===== src/rtl/sdram_arb_pkg.sv =====
// sdram_arb_pkg: shared types and constants for the SDRAM port arbiter.
// Imported by sdram_port_arbiter and sdram_arb_tag_fifo.
package sdram_arb_pkg;

    typedef enum logic [1:0] {
        IDLE = 2'd0,
        G0   = 2'd1,
        G1   = 2'd2
    } state_t;

    typedef logic master_id_t;

    localparam master_id_t M_CPU = 1'b0;
    localparam master_id_t M_DMA = 1'b1;

endpackage


===== src/rtl/sdram_arb_tag_fifo.sv =====
// sdram_arb_tag_fifo: owner-id FIFO for reads accepted by the SDRAM
// controller but not yet returned; underflow flags an orphan return.
module sdram_arb_tag_fifo
    import sdram_arb_pkg::*;
#(
    parameter int DEPTH = 4
) (
    input  logic                   clk,
    input  logic                   reset,
    input  logic                   i_push,
    input  master_id_t             i_push_id,
    input  logic                   i_pop,
    output master_id_t             o_head,
    output logic [$clog2(DEPTH):0] o_count,
    output logic                   o_full,
    output logic                   o_empty,
    output logic                   o_underflow
);
    localparam int PW = $clog2(DEPTH);

    master_id_t    r_mem [DEPTH];
    logic [PW-1:0] r_wr_ptr;
    logic [PW-1:0] r_rd_ptr;
    logic [PW:0]   r_count;
    logic          w_full;
    logic          w_empty;
    logic          w_push;
    logic          w_pop;

    assign w_empty = (r_count == '0);
    assign w_full  = (r_count == (PW+1)'(DEPTH));
    assign w_pop   = i_pop & ~w_empty;
    // A pop in the same cycle frees the slot, so a full FIFO may still push.
    assign w_push  = i_push & (~w_full | w_pop);

    always_ff @(posedge clk) begin
        if (reset) begin
            r_wr_ptr <= '0;
            r_rd_ptr <= '0;
            r_count  <= '0;
        end else begin
            if (w_push) begin
                r_wr_ptr <= r_wr_ptr + PW'(1);
            end
            if (w_pop) begin
                r_rd_ptr <= r_rd_ptr + PW'(1);
            end
            if (w_push && !w_pop) begin
                r_count <= r_count + (PW+1)'(1);
            end else if (!w_push && w_pop) begin
                r_count <= r_count - (PW+1)'(1);
            end
        end
    end

    always_ff @(posedge clk) begin
        if (w_push) begin
            r_mem[r_wr_ptr] <= i_push_id;
        end
    end

    assign o_head      = r_mem[r_rd_ptr];
    assign o_count     = r_count;
    assign o_full      = w_full;
    assign o_empty     = w_empty;
    assign o_underflow = i_pop & w_empty;

endmodule


===== src/rtl/sdram_port_arbiter.sv =====
// sdram_port_arbiter: shares the SDRAM controller slave between CPU (m0) and DMA (m1).
// Define SDRAM_ARB_CPU_PRIO_EN for fixed CPU priority; round-robin otherwise.
module sdram_port_arbiter
    import sdram_arb_pkg::*;
#(
    parameter int ADDR_W          = 25,
    parameter int DATA_W          = 16,
    parameter int MAX_OUTSTANDING = 4
) (
    input  logic                clk,
    input  logic                reset,
    input  logic [ADDR_W-1:0]   m0_address,
    input  logic                m0_read,
    input  logic                m0_write,
    input  logic [DATA_W-1:0]   m0_writedata,
    input  logic [DATA_W/8-1:0] m0_byteenable,
    output logic                m0_waitrequest,
    output logic [DATA_W-1:0]   m0_readdata,
    output logic                m0_readdatavalid,
    input  logic [ADDR_W-1:0]   m1_address,
    input  logic                m1_read,
    input  logic                m1_write,
    input  logic [DATA_W-1:0]   m1_writedata,
    input  logic [DATA_W/8-1:0] m1_byteenable,
    output logic                m1_waitrequest,
    output logic [DATA_W-1:0]   m1_readdata,
    output logic                m1_readdatavalid,
    output logic [ADDR_W-1:0]   s_address,
    output logic                s_read,
    output logic                s_write,
    output logic [DATA_W-1:0]   s_writedata,
    output logic [DATA_W/8-1:0] s_byteenable,
    input  logic                s_waitrequest,
    input  logic [DATA_W-1:0]   s_readdata,
    input  logic                s_readdatavalid,
    output logic                err_orphan
);
    localparam int CW = $clog2(MAX_OUTSTANDING) + 1;

    state_t        r_state;
    state_t        w_next;
    state_t        w_tie;
    master_id_t    r_last;
    logic          r_err;
    logic          w_m0_req;
    logic          w_m1_req;
    logic          w_gnt_rd;
    logic          w_gnt_wr;
    logic          w_stall;
    logic          w_accept;
    logic          w_push;
    master_id_t    w_owner;
    master_id_t    w_head;
    logic [CW-1:0] w_count;
    logic          w_full;
    logic          w_empty;
    logic          w_underflow;

    assign w_m0_req = m0_read | m0_write;
    assign w_m1_req = m1_read | m1_write;
    assign w_owner  = (r_state == G1) ? M_DMA : M_CPU;

    always_comb begin
        w_gnt_rd = 1'b0;
        w_gnt_wr = 1'b0;
        unique case (r_state)
            G0: begin
                w_gnt_rd = m0_read;
                w_gnt_wr = m0_write;
            end
            G1: begin
                w_gnt_rd = m1_read;
                w_gnt_wr = m1_write;
            end
            default: ;
        endcase
    end

    // Hold off a new read only while every tag slot is in use and no
    // return is freeing one this cycle.
    assign w_stall  = w_gnt_rd & ~s_readdatavalid
                    & (w_count == CW'(MAX_OUTSTANDING));
    assign w_accept = (w_gnt_rd | w_gnt_wr) & ~s_waitrequest & ~w_stall;
    assign w_push   = w_accept & w_gnt_rd;

`ifdef SDRAM_ARB_CPU_PRIO_EN
    assign w_tie = G0;
`else
    assign w_tie = (r_last == M_CPU) ? G1 : G0;
`endif

    always_ff @(posedge clk) begin
        if (reset) begin
            r_state <= IDLE;
        end else begin
            r_state <= w_next;
        end
    end

    always_comb begin
        w_next = r_state;
        unique case (r_state)
            IDLE: begin
                if (w_m0_req && w_m1_req) begin
                    w_next = w_tie;
                end else if (w_m0_req) begin
                    w_next = G0;
                end else if (w_m1_req) begin
                    w_next = G1;
                end
            end
            G0: begin
                if (w_accept) begin
`ifdef SDRAM_ARB_CPU_PRIO_EN
                    // Re-arbitrate so a follow-on CPU command beats the DMA.
                    w_next = IDLE;
`else
                    w_next = w_m1_req ? G1 : IDLE;
`endif
                end
            end
            G1: begin
                if (w_accept) begin
                    w_next = w_m0_req ? G0 : IDLE;
                end
            end
            default: w_next = IDLE;
        endcase
    end

    always_comb begin
        s_address      = '0;
        s_writedata    = '0;
        s_byteenable   = '0;
        s_read         = 1'b0;
        s_write        = 1'b0;
        m0_waitrequest = 1'b1;
        m1_waitrequest = 1'b1;
        unique case (r_state)
            G0: begin
                s_address      = m0_address;
                s_writedata    = m0_writedata;
                s_byteenable   = m0_byteenable;
                s_read         = m0_read & ~w_stall;
                s_write        = m0_write;
                m0_waitrequest = s_waitrequest | w_stall;
            end
            G1: begin
                s_address      = m1_address;
                s_writedata    = m1_writedata;
                s_byteenable   = m1_byteenable;
                s_read         = m1_read & ~w_stall;
                s_write        = m1_write;
                m1_waitrequest = s_waitrequest | w_stall;
            end
            default: ;
        endcase
    end

    always_ff @(posedge clk) begin
        if (reset) begin
            r_last <= M_DMA;
            r_err  <= 1'b0;
        end else begin
            if (w_accept) begin
                r_last <= w_owner;
            end
            r_err <= r_err | w_underflow;
        end
    end

    sdram_arb_tag_fifo #(
        .DEPTH(MAX_OUTSTANDING)
    ) u_tag_fifo (
        .clk        (clk),
        .reset      (reset),
        .i_push     (w_push),
        .i_push_id  (w_owner),
        .i_pop      (s_readdatavalid),
        .o_head     (w_head),
        .o_count    (w_count),
        .o_full     (w_full),
        .o_empty    (w_empty),
        .o_underflow(w_underflow)
    );

    assign m0_readdata      = s_readdata;
    assign m1_readdata      = s_readdata;
    assign m0_readdatavalid = s_readdatavalid & ~w_empty & (w_head == M_CPU);
    assign m1_readdatavalid = s_readdatavalid & ~w_empty & (w_head == M_DMA);
    assign err_orphan       = r_err;

    a_no_overflow: assert property (@(posedge clk) disable iff (reset)
        !(w_push && w_full && !s_readdatavalid));

endmodule


===== config.mk =====
export PLATFORM = sky130hd
export DESIGN_NAME = sdram_port_arbiter
export DESIGN_NICKNAME = d
export VERILOG_FILES = /design/src/rtl/sdram_arb_pkg.sv /design/src/rtl/sdram_arb_tag_fifo.sv /design/src/rtl/sdram_port_arbiter.sv
export SDC_FILE = /design/constraint.sdc
export NUM_CORES = 1
export LEC_CHECK = 0
export CAP_MARGIN = 30
export CORE_AREA = 8 8 88 90
export CTS_BUF_LIST = sky130_fd_sc_hd__clkbuf_4
export CTS_CLUSTER_DIAMETER = 150
export DETAILED_ROUTE_END_ITERATION = 8
export DIE_AREA = 0 0 96 98
export PLACE_DENSITY = 0.9
export SLEW_MARGIN = 0
export SYNTH_ARGS = -nofsm -noshare
export SYNTH_HDL_FRONTEND = slang
export SYNTH_SLANG_ARGS = --single-unit

===== constraint.sdc =====
create_clock -name clk -period 3.9 [get_ports clk]
set_clock_uncertainty 0.2 [all_clocks]
set_input_delay 0.78 -clock clk [delete_from_list [all_inputs] [get_ports clk]]
set_output_delay 0.78 -clock clk [all_outputs]
set_load 0.005 [all_outputs]

Word-level counts from Yosys, hierarchy flattened
Memory sizes are Yosys's and may differ from the RTL's. A register that Yosys moved wholly into a read port is not among the register bits.
Index checks and enable logic that the tools add are counted.
Word-level totals
  bits in registers: 11
  RAM bits: 4
  bits of input ports: 110
  logic and storage cells: 74
  memories kept: 1
Memories
  u_tag_fifo.r_mem: depth 4, width 1, rd ports 1, clocked after Yosys merged registers in 1, write ports 1, RTL line sdram_arb_tag_fifo.sv:21  | master_id_t r_mem [DEPTH];
Operators by class
  add/subtract/negate cells: 4
  equal/unequal tests: 6
  multiplexer cells: 24
  bitwise logic cells: 24
  reduce and logical (&&, ||, !) cells: 9
Operators with widths (count)
  $pmux 25 s2: 1
  $pmux 16 s2: 1
  $mux 2: 9
  $and 1x1->1: 12
  $mux 1: 6
  $mux 3: 2
  $not 1->1: 6
  $or 1x1->1: 6
  $pmux 1 s2: 3
  $pmux 2 s3: 1
  $add 2x1->2 const B: 2
  $ne 2x2->1 const B: 2
  $ne 4x4->1 const B: 1
  $pmux 2 s2: 1
  $add 3x1->3 const B: 1
  $eq 3x3->1 const B: 1
  $logic_and 1x1->1: 3
  $logic_not 3->1: 1
  $reduce_and 3->1: 1
  $sub 3x1->3 const B: 1
  $eq 2x1->1 const B: 1
  $eq 2x2->1 const B: 1
  $logic_not 1->1: 2
  $logic_not 2->1: 1
  $reduce_bool 2->1: 1

Logic depth before layout (Yosys ltp)
  depth in word-level cells: 12
  depth in mapped cells: 10

By module
A second synthesis with hierarchy kept.
Second synthesis, totals
  cells, all modules: 237
  area total of the unflattened synthesis: 1963.1 µm²
Modules (own cells, without submodules)
  sdram_port_arbiter: instances 1, cells each 183, area each 1331.3 µm², seq. area each 80.1 µm²
  sdram_arb_tag_fifo: instances 1, cells each 54, area each 631.9 µm², seq. area each 300.3 µm²

Least setup slack after synthesis
Ideal clock, no wire load.
  path kind: input to register
  start: input port m1_read
  end: register u_tag_fifo.r_count[2] (netlist: u_tag_fifo.o_count[2])
  setup time: 71 ps
  arrival time: 2593 ps
  path slack: 1036 ps
  stages: 8
  buffers on the path: 0
  cell sequence: a22oi_1 nor4b_4 ha_1 inv_1 fa_1 xor2_1 or3_1 a21oi_1
On the way
  word-level cells in the longest chain between the ends: 10
  elaborated cells on any way between the ends: 14
RTL lines
  start: declaration: RTL line sdram_port_arbiter.sv:21  | input logic m1_read,
  $pmux 1 s2 (*): RTL line sdram_port_arbiter.sv:66  | unique case (r_state)
  $and 1x1->1: RTL line sdram_port_arbiter.sv:81  | assign w_stall = w_gnt_rd & ~s_readdatavalid
  $and 1x1->1: RTL line sdram_port_arbiter.sv:82  | & (w_count == CW'(MAX_OUTSTANDING));
  $not 1->1: RTL line sdram_port_arbiter.sv:83  | assign w_accept = (w_gnt_rd | w_gnt_wr) & ~s_waitrequest & ~w_stall;
  $and 1x1->1: RTL line sdram_port_arbiter.sv:83
  $and 1x1->1 (*): RTL line sdram_port_arbiter.sv:84  | assign w_push = w_accept & w_gnt_rd;
  $and 1x1->1 (*): RTL line sdram_arb_tag_fifo.sv:34  | assign w_push = i_push & (~w_full | w_pop);
  named net u_tag_fifo.w_push: RTL line sdram_arb_tag_fifo.sv:27  | logic w_push;
  $logic_not 1->1: RTL line sdram_arb_tag_fifo.sv:50  | end else if (!w_push && w_pop) begin
  $logic_and 1x1->1: RTL line sdram_arb_tag_fifo.sv:50
  $reduce_bool 2->1 (no line)
  end signal: assignment: RTL line sdram_arb_tag_fifo.sv:49  | r_count <= r_count + (PW+1)'(1);
  end signal: assignment: RTL line sdram_arb_tag_fifo.sv:51  | r_count <= r_count - (PW+1)'(1);
  end: declaration: RTL line sdram_arb_tag_fifo.sv:24  | logic [PW:0] r_count;
The timed path passes the listed nets; every way through them passes the cells marked *.
A chain may end at the register's enable or synchronous reset.

Worst setup path after layout
  start: input port s_readdatavalid
  end: output port m0_waitrequest
On the way
  word-level cells in the longest chain between the ends: 5
RTL lines
  start: declaration: RTL line sdram_port_arbiter.sv:35  | input logic s_readdatavalid,
  $not 1->1: RTL line sdram_port_arbiter.sv:81
  $and 1x1->1: RTL line sdram_port_arbiter.sv:81
  $and 1x1->1: RTL line sdram_port_arbiter.sv:82
  $or 1x1->1: RTL line sdram_port_arbiter.sv:146  | m0_waitrequest = s_waitrequest | w_stall;
  $mux 1: RTL line sdram_port_arbiter.sv:139  | unique case (r_state)
  end: declaration: RTL line sdram_port_arbiter.sv:17  | output logic m0_waitrequest,
Every way passes these cells.

==> flow_metrics.py <==
metrics = {
    "run_status": {
        "run_status": "complete, no violations",
    },
    "setup_path": {
        "reg2reg_from": "r_state[0]",
        "slowest_delay_ns": 0.51,
        "cp_slowest_cell": "clkdlybuf4s50_1",
        "path_max_fanout": 3,
        "crit_buf_inv": 3,
        "worstSetupStartpointType": "input pin",
        "critPathTopFamily": "buffers and inverters",
        "worst_path_most_repeated_cell": "clkdlybuf4s50_1",
        "cp.arrival_ns": 2.51,
        "cp-startpoint": "s_readdatavalid",
        "crit_required_ns": 2.92,
        "worst-path-stages": 6,
        "reg2reg_depth": 8,
        "critPathKind": "input pin to output port",
        "crit_path_end_kind": "output port",
        "crit_path_cell_trace": "clkdlybuf4s50_1 > nor4b_1 > buf_4 > a21oi_1 > nand2_1 > clkdlybuf4s50_1",
    },
    "global_route": {
        "grt_util_met2_pct": 24.6,
        "grt_pass1_vias": 2117,
        "grt.busiest_layer": "met2",
        "grt_antenna_before_repair": 0,
        "grt_usage_pct": 14.0,
        "grt_pass1_wl_um": 10900,
        "grt_max_degree": 45,
        "grtUsageMet3_pct": 4.45,
        "grt-ovfl-total": 0,
        "grt.met1_usage_pct": 15.8,
    },
    "worst_hold_path": {
        "min-delay-start": "err_orphan",
        "hold_depth": 2,
        "worstHoldPathType": "flip-flop to flip-flop",
    },
    "routing": {
        "drt_iter0_drc": 82,
        "wl_per_cell_um": 16.6,
        "drt-total-wl_um": 6910,
        "antenna_left": 0,
        "drcViolationCount": 0,
        "drt-pass1-iter-count": 4,
        "viasPerCell": 4.91,
        "vias": 2036,
    },
    "sta": {
        "slew_headroom_pct": 56.9,
        "maxSlewViolCount": 0,
        "whs_ns": 0.309,
        "rsz0062_at_grt": "no",
        "finalCriticalPeriod_ns": 3.49,
        "fmax_ghz": 0.287,
        "period_share_pct": 89.4,
        "finalHoldViolCount": 0,
        "setup_tns_ns": 0,
        "worst_pin_slew_ns": 0.638,
        "setup_viol": 0,
    },
    "die": {
        "fp.dieH_um": 98,
        "die_w_um": 96,
        "die_area_um2": 9410,
        "core-area_um2": 6490,
        "boundaryPins": 192,
        "initial_core_util_pct": 28.3,
        "row_count": 30,
    },
    "clocking": {
        "htree_num_levels": 1,
        "post-cts-setup-buffers": 0,
        "ctsRootBufferMaster": "clkbuf_4",
        "path_clk_slew_ns": 0.10,
        "worstSkewPairLatency_ns": 0.29,
        "cts_tree": "done",
        "ctsHoldBuffers": 0,
        "ctsResizeCount": 0,
        "cts_sinks": 17,
        "clock_path_buffers": 2,
        "numCtsBuffers": 3,
    },
    "cells_and_area": {
        "n_fill_cell": 612,
        "area_growth_syn_to_layout_pct": 71.8,
        "fin_area_um2": 3160,
        "antenna_cells": 0,
        "layout.nets": 456,
        "layout-drive-gt1-share_pct": 4.48,
        "post-route-util_pct": 48.6,
        "fin_cells": 415,
    },
    "yosys": {
        "async_flop_share_pct": 0,
        "yosysSeqAreaShare_pct": 20.7,
        "ys_seq_elements": 17,
        "synthTopCellsByArea": "a22oi_1 18%, nor2b_1 16%, dfxtp_1 14%, buf_4 13%, edfxtp_1 6.5%",
        "syn_inst": 230,
        "syn_area_um2": 1840,
        "synth.distinct_cells": 31,
        "synth_top_area_share_pct": 18.4,
        "syn_area_per_cell_um2": 7.99,
        "synth_edf_count": 4,
        "synth_nets": 350,
        "synth_ff_type": "dfxtp_1",
        "yosys_warnings": 0,
        "yosysTopAreaCell": "a22oi_1",
    },
    "place": {
        "port_buffers": 143,
        "dp.cells": 411,
        "postPlaceCellArea_um2": 3130,
        "dp_hpwl_um": 5680,
        "routabilityCongestion": 0.792,
    },
    "power": {
        "cellLeakagePower_nw": 1.07,
        "p_per_area_nw_per_um2": 489,
        "ir_worst_vdd_uv": 425,
    },
    "flow_run": {
        "cap_violations": 0,
    },
}
==> Yosys cell counts (2+ instances only) <==
cell,count
a21oi_1,8
a22oi_1,45
and2_1,5
buf_1,3
buf_4,32
clkbuf_1,13
dfxtp_1,13
edfxtp_1,4
ha_1,9
inv_1,6
mux2i_1,2
nand2_1,4
nor2_1,14
nor2b_1,46
nor4b_1,2
o21ai_0,5
or4_1,2
xnor2_1,2
xor2_1,3
==> cell type report <==
class	count	area (um2)	area share (%)
well taps	80	100	3.17
inverters	6	22.5	0.714
flip-flops and latches	17	380	12.1
repair buffers	149	1490	47.2
clock inverters	1	5.00	0.159
multi-input cells	159	1140	36.0
clock buffers	3	22.5	0.714
==> tightest hold or removal path: stages, from the launching register on <==
cell     delay (ns)
dfxtp_1        0.35
a21oi_1        0.05
nor2_1         0.07
==> final timing paths <==
kind	endpoint	slack, ns
max	m0_waitrequest	0.41
max reg2reg	r_state[0]	0.75
min reg2reg	err_orphan	0.31
min	err_orphan	0.31
==> cell usage in the layout (no fill, tap or decap), types with 2 or more instances in the layout <==
cell type	instances
ha_1	8
clkdlybuf4s50_1	143
mux2i_1	2
o21ai_0	5
edfxtp_1	4
nor4b_1	2
xnor2_1	2
inv_1	6
buf_4	5
dfxtp_1	13
or4_1	2
xor2_1	3
nand2_1	4
and2_1	5
a22oi_1	45
nor2_1	14
clkbuf_4	3
nor2b_1	46
a21oi_1	8
==> kinds of logic (layout without fill, tap and decap cells) <==
group / Yosys count / in the layout / share of synthesized area [%]
compound gates: 60 / 60 / 22.8
fa+ha+maj: 10 / 10 / 7.22
flops: 17 / 17 / 20.7
buf+inv: 54 / 159 / 17.6
xor+xnor: 5 / 5 / 2.38
simple gates: 80 / 80 / 26.4
mux: 4 / 4 / 2.93
==> stage by stage <==
step,worst slack (ns),power [W]
after global placement,0.448,0.00141
after detailed placement,0.448,0.00145
after floorplan,1.04,0.000956
after CTS,0.397,0.00155
final,0.414,0.00154
after global routing,0.243,0.00168
==> per-layer routing <==
metal  wire (um)  up-vias
met5           0        -
met4          73        0
met3         698       11
met2        3550       93
met1        2580      949
li1            -      983
==> power by group <==
group / switching, W / internal [W]
Clock: 0.0000571 / 0.0000382
Combinational: 0.000529 / 0.000663
Sequential: 0.0000340 / 0.000221
(Power assumes the default switching activity.)
